### src/rtl/mem_pkg.sv
// Shared definitions for the memory-access stage: op codes, stack limits,
// and small decode helpers used by the stage and its stack pointer unit.
package mem_pkg;

    typedef enum logic [2:0] {
        OP_NOP   = 3'd0,
        OP_ALU   = 3'd1,
        OP_LOAD  = 3'd2,
        OP_STORE = 3'd3,
        OP_PUSH  = 3'd4,
        OP_POP   = 3'd5,
        OP_CALL  = 3'd6,
        OP_RET   = 3'd7
    } op_e;

    localparam logic [7:0] STACK_TOP_DEF    = 8'hFF;
    localparam logic [7:0] STACK_BOTTOM_DEF = 8'hC0;

    // Ops that write to the stack and move SP down.
    function automatic logic is_push(input op_e op);
        return (op == OP_PUSH) || (op == OP_CALL);
    endfunction

    // Ops that read from the stack and move SP up.
    function automatic logic is_pop(input op_e op);
        return (op == OP_POP) || (op == OP_RET);
    endfunction

endpackage

### src/rtl/stack_ptr_unit.sv
// Full-descending stack pointer with overflow/underflow detection and a
// sticky error flag. Faulting operations leave SP unchanged.
module stack_ptr_unit
    import mem_pkg::*;
#(
    parameter logic [7:0] STACK_TOP    = STACK_TOP_DEF,
    parameter logic [7:0] STACK_BOTTOM = STACK_BOTTOM_DEF
) (
    input  logic       clk,
    input  logic       rst_n,
    input  logic       en,
    input  logic       push,
    input  logic       pop,
    output logic [7:0] sp,
    output logic [7:0] push_addr,
    output logic [7:0] pop_addr,
    output logic       ovf,
    output logic       udf,
    output logic       stk_err
);

    logic [7:0] sp_q, sp_d;
    logic       stk_err_q, stk_err_d;

    // Fault detection, addresses and next SP / error state.
    always_comb begin
        push_addr = sp_q;
        pop_addr  = sp_q + 8'd1;
        ovf       = en && push && (sp_q < STACK_BOTTOM);
        udf       = en && pop && (sp_q == STACK_TOP);
        sp_d      = sp_q;
        stk_err_d = stk_err_q | ovf | udf;
        if (en && push && !ovf) begin
            sp_d = sp_q - 8'd1;
        end else if (en && pop && !udf) begin
            sp_d = sp_q + 8'd1;
        end
    end

    // SP and sticky error register; only reset clears the error.
    always_ff @(posedge clk) begin
        if (!rst_n) begin
            sp_q      <= STACK_TOP;
            stk_err_q <= 1'b0;
        end else begin
            sp_q      <= sp_d;
            stk_err_q <= stk_err_d;
        end
    end

    assign sp      = sp_q;
    assign stk_err = stk_err_q;

endmodule

### src/rtl/mem_stage_ctrl.sv
// Memory-access pipeline stage: drives the DataMEM controls from the EX/MEM
// operation, owns the stack pointer and the MEM/WB register, and merges the
// registered memory read data into write-back and the RET redirect.
module mem_stage_ctrl
    import mem_pkg::*;
#(
    parameter logic [7:0] STACK_TOP    = STACK_TOP_DEF,
    parameter logic [7:0] STACK_BOTTOM = STACK_BOTTOM_DEF
) (
    input  logic       Clk,
    input  logic       rst_n,
    input  logic       stall,
    input  logic       flush,
    input  logic       ex_valid,
    input  logic [2:0] ex_op,
    input  logic [7:0] ex_addr,
    input  logic [7:0] ex_wdata,
    input  logic [7:0] ex_alu,
    input  logic [1:0] ex_rd,
    input  logic       ex_reg_we,
    output logic       mem_we,
    output logic       mem_re,
    output logic [7:0] mem_a,
    output logic [7:0] mem_wd,
    input  logic [7:0] mem_rd,
    output logic       wb_valid,
    output logic       wb_we,
    output logic [1:0] wb_rd,
    output logic [7:0] wb_data,
    output logic       ret_valid,
    output logic [7:0] ret_pc,
    output logic [7:0] sp,
    output logic       stk_err
);

    op_e        op;
    logic       act;
    logic       push_req, pop_req;
    logic [7:0] push_addr, pop_addr;
    logic       ovf, udf;

    logic       wb_valid_q, wb_valid_d;
    logic       wb_we_q, wb_we_d;
    logic [1:0] wb_rd_q, wb_rd_d;
    logic       wb_load_q, wb_load_d;
    logic       wb_zero_q, wb_zero_d;
    logic [7:0] wb_alu_q, wb_alu_d;
    logic       ret_valid_q, ret_valid_d;

    // Decode and access qualifier; flush and stall both block side effects.
    always_comb begin
        op       = op_e'(ex_op);
        act      = ex_valid && !stall && !flush && rst_n;
        push_req = is_push(op);
        pop_req  = is_pop(op);
    end

    stack_ptr_unit #(
        .STACK_TOP    (STACK_TOP),
        .STACK_BOTTOM (STACK_BOTTOM)
    ) u_sp (
        .clk       (Clk),
        .rst_n     (rst_n),
        .en        (act),
        .push      (push_req),
        .pop       (pop_req),
        .sp        (sp),
        .push_addr (push_addr),
        .pop_addr  (pop_addr),
        .ovf       (ovf),
        .udf       (udf),
        .stk_err   (stk_err)
    );

    // DataMEM drive; faulting stack ops keep the address but drop WE/RE.
    always_comb begin
        mem_we = 1'b0;
        mem_re = 1'b0;
        mem_a  = '0;
        mem_wd = '0;
        if (act) begin
            unique case (op)
                OP_LOAD: begin
                    mem_re = 1'b1;
                    mem_a  = ex_addr;
                end
                OP_STORE: begin
                    mem_we = 1'b1;
                    mem_a  = ex_addr;
                    mem_wd = ex_wdata;
                end
                OP_PUSH, OP_CALL: begin
                    mem_we = !ovf;
                    mem_a  = push_addr;
                    mem_wd = ex_wdata;
                end
                OP_POP, OP_RET: begin
                    mem_re = !udf;
                    mem_a  = pop_addr;
                end
                default: ;
            endcase
        end
    end

    // MEM/WB next state: hold on stall, otherwise capture the EX/MEM op.
    always_comb begin
        wb_valid_d  = wb_valid_q;
        wb_we_d     = wb_we_q;
        wb_rd_d     = wb_rd_q;
        wb_load_d   = wb_load_q;
        wb_zero_d   = wb_zero_q;
        wb_alu_d    = wb_alu_q;
        ret_valid_d = 1'b0;
        if (!stall) begin
            wb_valid_d  = ex_valid && !flush;
            wb_we_d     = ex_reg_we && wb_valid_d && (op != OP_RET);
            wb_rd_d     = ex_rd;
            wb_load_d   = act && ((op == OP_LOAD) || ((op == OP_POP) && !udf));
            wb_zero_d   = act && (op == OP_POP) && udf;
            wb_alu_d    = ex_alu;
            ret_valid_d = act && (op == OP_RET) && !udf;
        end
    end

    // MEM/WB register; reset discards any in-flight load.
    always_ff @(posedge Clk) begin
        if (!rst_n) begin
            wb_valid_q  <= 1'b0;
            wb_we_q     <= 1'b0;
            wb_rd_q     <= '0;
            wb_load_q   <= 1'b0;
            wb_zero_q   <= 1'b0;
            wb_alu_q    <= '0;
            ret_valid_q <= 1'b0;
        end else begin
            wb_valid_q  <= wb_valid_d;
            wb_we_q     <= wb_we_d;
            wb_rd_q     <= wb_rd_d;
            wb_load_q   <= wb_load_d;
            wb_zero_q   <= wb_zero_d;
            wb_alu_q    <= wb_alu_d;
            ret_valid_q <= ret_valid_d;
        end
    end

    // Write-back merge of registered memory data and the RET target.
    always_comb begin
        if (wb_load_q) begin
            wb_data = mem_rd;
        end else if (wb_zero_q) begin
            wb_data = 8'h00;
        end else begin
            wb_data = wb_alu_q;
        end
        ret_pc = mem_rd;
    end

    assign wb_valid  = wb_valid_q;
    assign wb_we     = wb_we_q;
    assign wb_rd     = wb_rd_q;
    assign ret_valid = ret_valid_q;

endmodule

### config.mk
export PLATFORM = sky130hd
export DESIGN_NAME = mem_stage_ctrl
export DESIGN_NICKNAME = d
export VERILOG_FILES = /design/src/rtl/mem_pkg.sv /design/src/rtl/stack_ptr_unit.sv /design/src/rtl/mem_stage_ctrl.sv
export SDC_FILE = /design/constraint.sdc
export NUM_CORES = 1
export LEC_CHECK = 0
export ABC_CLOCK_PERIOD_IN_PS = 3300
export CAP_MARGIN = 20
export CORE_ASPECT_RATIO = 0.75
export CORE_MARGIN = 3
export CORE_UTILIZATION = 43
export CTS_CLUSTER_DIAMETER = 120
export DETAILED_ROUTE_END_ITERATION = 8
export GPL_ROUTABILITY_DRIVEN = 0
export PLACE_DENSITY = 0.84
export SYNTH_ARGS = -nofsm -noshare
export SYNTH_HDL_FRONTEND = slang
export SYNTH_SLANG_ARGS = --single-unit
### constraint.sdc
create_clock -name Clk -period 3.3 [get_ports Clk]
set_input_delay 0.33 -clock Clk [delete_from_list [all_inputs] [get_ports Clk]]
set_output_delay 0.33 -clock Clk [all_outputs]
set_load 0.02 [all_outputs]
# == Yosys cells after proc, flatten, opt, wreduce, memory -nomap -nowiden ==
# Index checks and enable logic that the tools add are counted.
# op_classes
multipliers,0
n_bitwise,3
addsub,2
n_eq_ne,8
order_cmp,1
shifts,0
n_reduce_logical,31
div_mod_pow,0
n_mux,12
# op_table
op,count
$mux W8,7
$pmux W8 S3,1
$logic_and A1 B1 Y1,18
$eq A3 B3 Y1 const B,4
$add A8 B1 Y8 const B,1
$eq A8 B8 Y1 const B,1
$lt A8 B8 Y1 const B,1
$reduce_or A2 Y1,4
$sub A8 B1 Y8 const B,1
$eq A3 B2 Y1 const B,2
$logic_not A1 Y1,4
$pmux W1 S2,2
$logic_or A1 B1 Y1,3
$ne A3 B3 Y1 const B,1
$reduce_or A3 Y1,1
$mux W1,2
$or A1 B1 Y1,2
$reduce_bool A2 Y1,1
$not A1 Y1,1
# word_totals
ramBits,0
n_memories,0
latch_bits,0
rom_bits,0
register_bits,24

# == Depth between registers and ports, before layout ==
# depth
ltp_word,10
mapped_depth,7
depth_no_buf,6

# == Hierarchy ==
# A second synthesis with hierarchy kept.
# unflattened
cells_unflattened,229
area_unflattened_um2,1851.8
# modules_own_cells
module,seq_area_each_um2,instances,area_per_inst_um2,cells_each
mem_stage_ctrl,300.3,1,1086.0,134
stack_ptr_unit,180.2,1,765.7,95

# == Worst setup path before layout ==
# No wires, ideal clock.
# synth_path
path_kind,register -> output
startpoint,"reg u_sp.sp_q[0], in the netlist u_sp.push_addr[0]"
endpoint,out mem_a[5]
n_path_buf,1
arrival_ns,1.791
t_required_ns,2.970
slack_ns,1.179
path_stages_with_launch,6
path_cell_list,dfxtp_1 -> clkbuf_1 -> and4_1 -> nand3_1 -> xor2_1 -> a211oi_1
# synth_via
elab_chain_len,3
# synth_rtl
item,line_no,rtl
start: declaration,stack_ptr_unit.sv:22,"logic [7:0] sp_q, sp_d;"
start signal: assignment,stack_ptr_unit.sv:46,sp_q <= sp_d;
$add A8 B1 Y8,stack_ptr_unit.sv:28,pop_addr = sp_q + 8'd1;
$pmux W8 S3,mem_stage_ctrl.sv:82,unique case (op)
$mux W8,mem_stage_ctrl.sv:81,if (act) begin
end: declaration,mem_stage_ctrl.sv:23,"output logic [7:0] mem_a,"
# No other way between the ends.

# == Worst setup path in the final report ==
# layout_path
startpoint,in ex_op[2]
endpoint,out mem_wd[3]
# layout_via
elab_chain_len,4
# layout_rtl
item,line_no,rtl
start: declaration,mem_stage_ctrl.sv:15,"input logic [2:0] ex_op,"
$eq A3 B3 Y1 or $eq A3 B2 Y1 (tied branches),mem_stage_ctrl.sv:82,
$reduce_or A3 Y1 (no source line) (*),--,
$mux W8 (*),mem_stage_ctrl.sv:82,
$mux W8 (*),mem_stage_ctrl.sv:81,
end: declaration,mem_stage_ctrl.sv:24,"output logic [7:0] mem_wd,"
# Every way passes the cells marked *; elsewhere a longest branch is shown, timed or not.

==> results.cfg <==
[setup_path]
cp_common_cell = clkdlybuf4s50_1
reg2reg_from = u_sp.push_addr[0]
critPathLaunchType = primary input
worst-r2r-cell-count = 5
cp-endpoint = mem_wd[3]
required_ps = 2970
slowest_delay_ps = 620
crit_start = ex_op[2]
r2r_end = u_sp.push_addr[2]
crit_fanout = 12
path_delay_family = buffers and inverters
endpoint_kind = primary output
cpMaxStageDelayCell = clkdlybuf4s50_1
crit_cells = 6
crit_buf_inv = 2
crit_chain = clkdlybuf4s50_1 -> nor2b_1 -> nand2_1 -> a21oi_1 -> and2_1 -> clkdlybuf4s50_1
crit_type = primary input to primary output
arrival_ps = 2470
rrSetupSlack_ps = 1360

[drt]
drt_wl_total_um = 4708
drc = 0
first_pass_iters = 4
viasPerCell = 5.278
final_antenna_net_count = 0
vias = 1784
drt-initial-drc-count = 107
detail_route.wl_per_cell_um = 13.93

[cts]
htree_levels = 1
postCtsSetupBuffers = 0
cts_buffer_depth = 2
cts_buffers = 3
cts_hold_buf = 0
clkTransAtPathRegs_ps = 80
insertion_delay_ps = 260
clkSinkCount = 24
root_buffer = clkbuf_8
cts_tree = yes
cts_resized = 0

[grt]
grt_pass1_vias = 1508
grt_overflow_total = 0
antenna_found_initial = 0
grt_pass1_wl_um = 7348
grt_usage = 0.1871
grt_max_degree = 20

[sta]
worst-slew-pin-transition_ps = 482.4
fin_setup_tns_ps = 0
skew_ps = 3.311
rsz0062_at_grt = no
finalHoldViolCount = 0
slew_headroom = 0.6780
finalSetupViolCount = 0
fin_hold_ws_ps = 467.8
clock.fmax_ghz = 0.3574
fin_crit_sh = 0.8478
min_period_ps = 2798
slew_violations = 0

[min_path]
hold_path_class = flip-flop to flip-flop

[logic_synthesis]
synth_most_common_cell = dfxtp_1
synth_nets = 256
synth_edf_count = 0
synth_cell_types = 50
ys_ff_latch = 24
ys_async_sr_fraction = 0
ys_top_cells_by_count = dfxtp_1, nand2_1, and2_1, mux2i_1, nor2b_1
synth.largest_area_cell = dfxtp_1
synth_top_cells_by_area = dfxtp_1, mux2i_1, buf_4, and2_1, nor2b_1
ys.flop_type = dfxtp_1
syn_inst = 211
syn-cell-area_sq_um = 1757
synth-warning-count = 0
netlist.area_leader.share = 0.2735
postSynthAreaPerCell_sq_um = 8.326
ys_seq_area_frac = 0.2735

[placement]
port_buffers = 90
placed_cell_area_sq_um = 2619
dp_hpwl_um = 3747
placed_cells = 335

[final_layout]
n_fill_cell = 309
drive_above_1_share = 0.07343
area_delta_synth_final_pct = 51.42
final-seq-area_sq_um = 480.5
multi_input_area_sq_um = 1105
fin_cells = 338
num_antenna_cells = 0
nets = 333
stdcell_area_sq_um = 2660
final_util = 0.7037

[floorplanning]
fp.dieH_um = 61.36
rows = 19
io_pins = 91
die_w_um = 79.81
initial_core_util = 0.4647
coreArea_sq_um = 3780
dieArea_sq_um = 4896

[power]
worst_ir_drop_vdd_uv = 244.9
p_leak_nw = 1.062
power-per-cell-area_nw_per_um2 = 241.7

[outcome]
status = completed

[job]
drv_cap = 0
## metal layers
| metal | vias up | routed length (um) | track usage |
|---|---|---|---|
| li1 | 897 | - | - |
| met1 | 809 | 2192 | 0.2758 |
| met2 | 78 | 2063 | 0.2925 |
| met3 | 0 | 452 | 0.04825 |
| met4 | 0 | 0 | 0.007229 |
| met5 | - | 0 | 0 |
## through the flow
stage,total power [mW],setup slack (ps)
after CTS,0.6507,474.6
after floorplan,0.3927,1179
final,0.6428,502.1
after global routing,0.6770,299.0
after detailed placement,0.4830,488.0
after global placement,0.4812,609.6
## kinds of logic after synthesis
family,count (synthesis),share of synthesized area
fa+ha+maj,2,0.01424
mux,14,0.07977
simple gates,91,0.2970
xor+xnor,6,0.02992
flops,24,0.2735
buf+inv,28,0.09758
compound gates,46,0.2080
## cell type report
class	count	area share
flip-flops and latches	24	0.1806
multi-input cells	159	0.4153
well taps	52	0.02446
clock buffers	3	0.01552
inverters	2	0.002822
repair buffers	98	0.3612
## sequential cells by signal, indices dropped and copies added (netlist names)
signal,count
wb_rd,2
u_sp.stk_err,1
wb_we,1
wb_valid,1
wb_alu_q,8
u_sp.push_addr,8
ret_valid,1
wb_load_q,1
wb_zero_q,1
## cells in the final DEF (no fill, tap or decap), drive strengths merged, types with 2 or more instances in the layout
master / instances
a21oi: 7
nor4: 2
xnor2: 3
xor2: 3
nand4: 4
and4: 2
mux2i: 14
dfxtp: 24
ha: 2
inv: 2
nor2: 10
nor3: 2
nand2b: 8
o21ai: 13
buf: 8
clkdlybuf4s50: 90
and2: 14
o221ai: 2
clkbuf: 3
nand2: 23
nor2b: 14
a22oi: 6
nand3: 5
a31oi: 3
## worst min-delay path by stage
stage	start	end	slack, ps	depth (start not counted)
after CTS	u_sp.stk_err	u_sp.stk_err	470	1
after floorplan	ex_op[1]	ret_valid	450	1
after global placement	u_sp.stk_err	u_sp.stk_err	450	1
after global routing	u_sp.stk_err	u_sp.stk_err	480	1
after detailed placement	u_sp.stk_err	u_sp.stk_err	450	1
final	u_sp.stk_err	u_sp.stk_err	470	1
## report_power, final
group	total (mW)	switching (mW)	internal (mW)	leakage (nW)
sequential	0.303	0.00484	0.298	0.196
combinational	0.173	0.0727	0.101	0.845
clock	0.167	0.0855	0.0814	0.0216
## worst reg2reg max path: stages (launching register included)
cell and delay, ps:
dfxtp_1 510, ha_1 320, nand3_1 210, o2111a_4 410, a22oi_1 230, mux2i_1 190
Note: power is estimated with default switching activity, not from simulation.
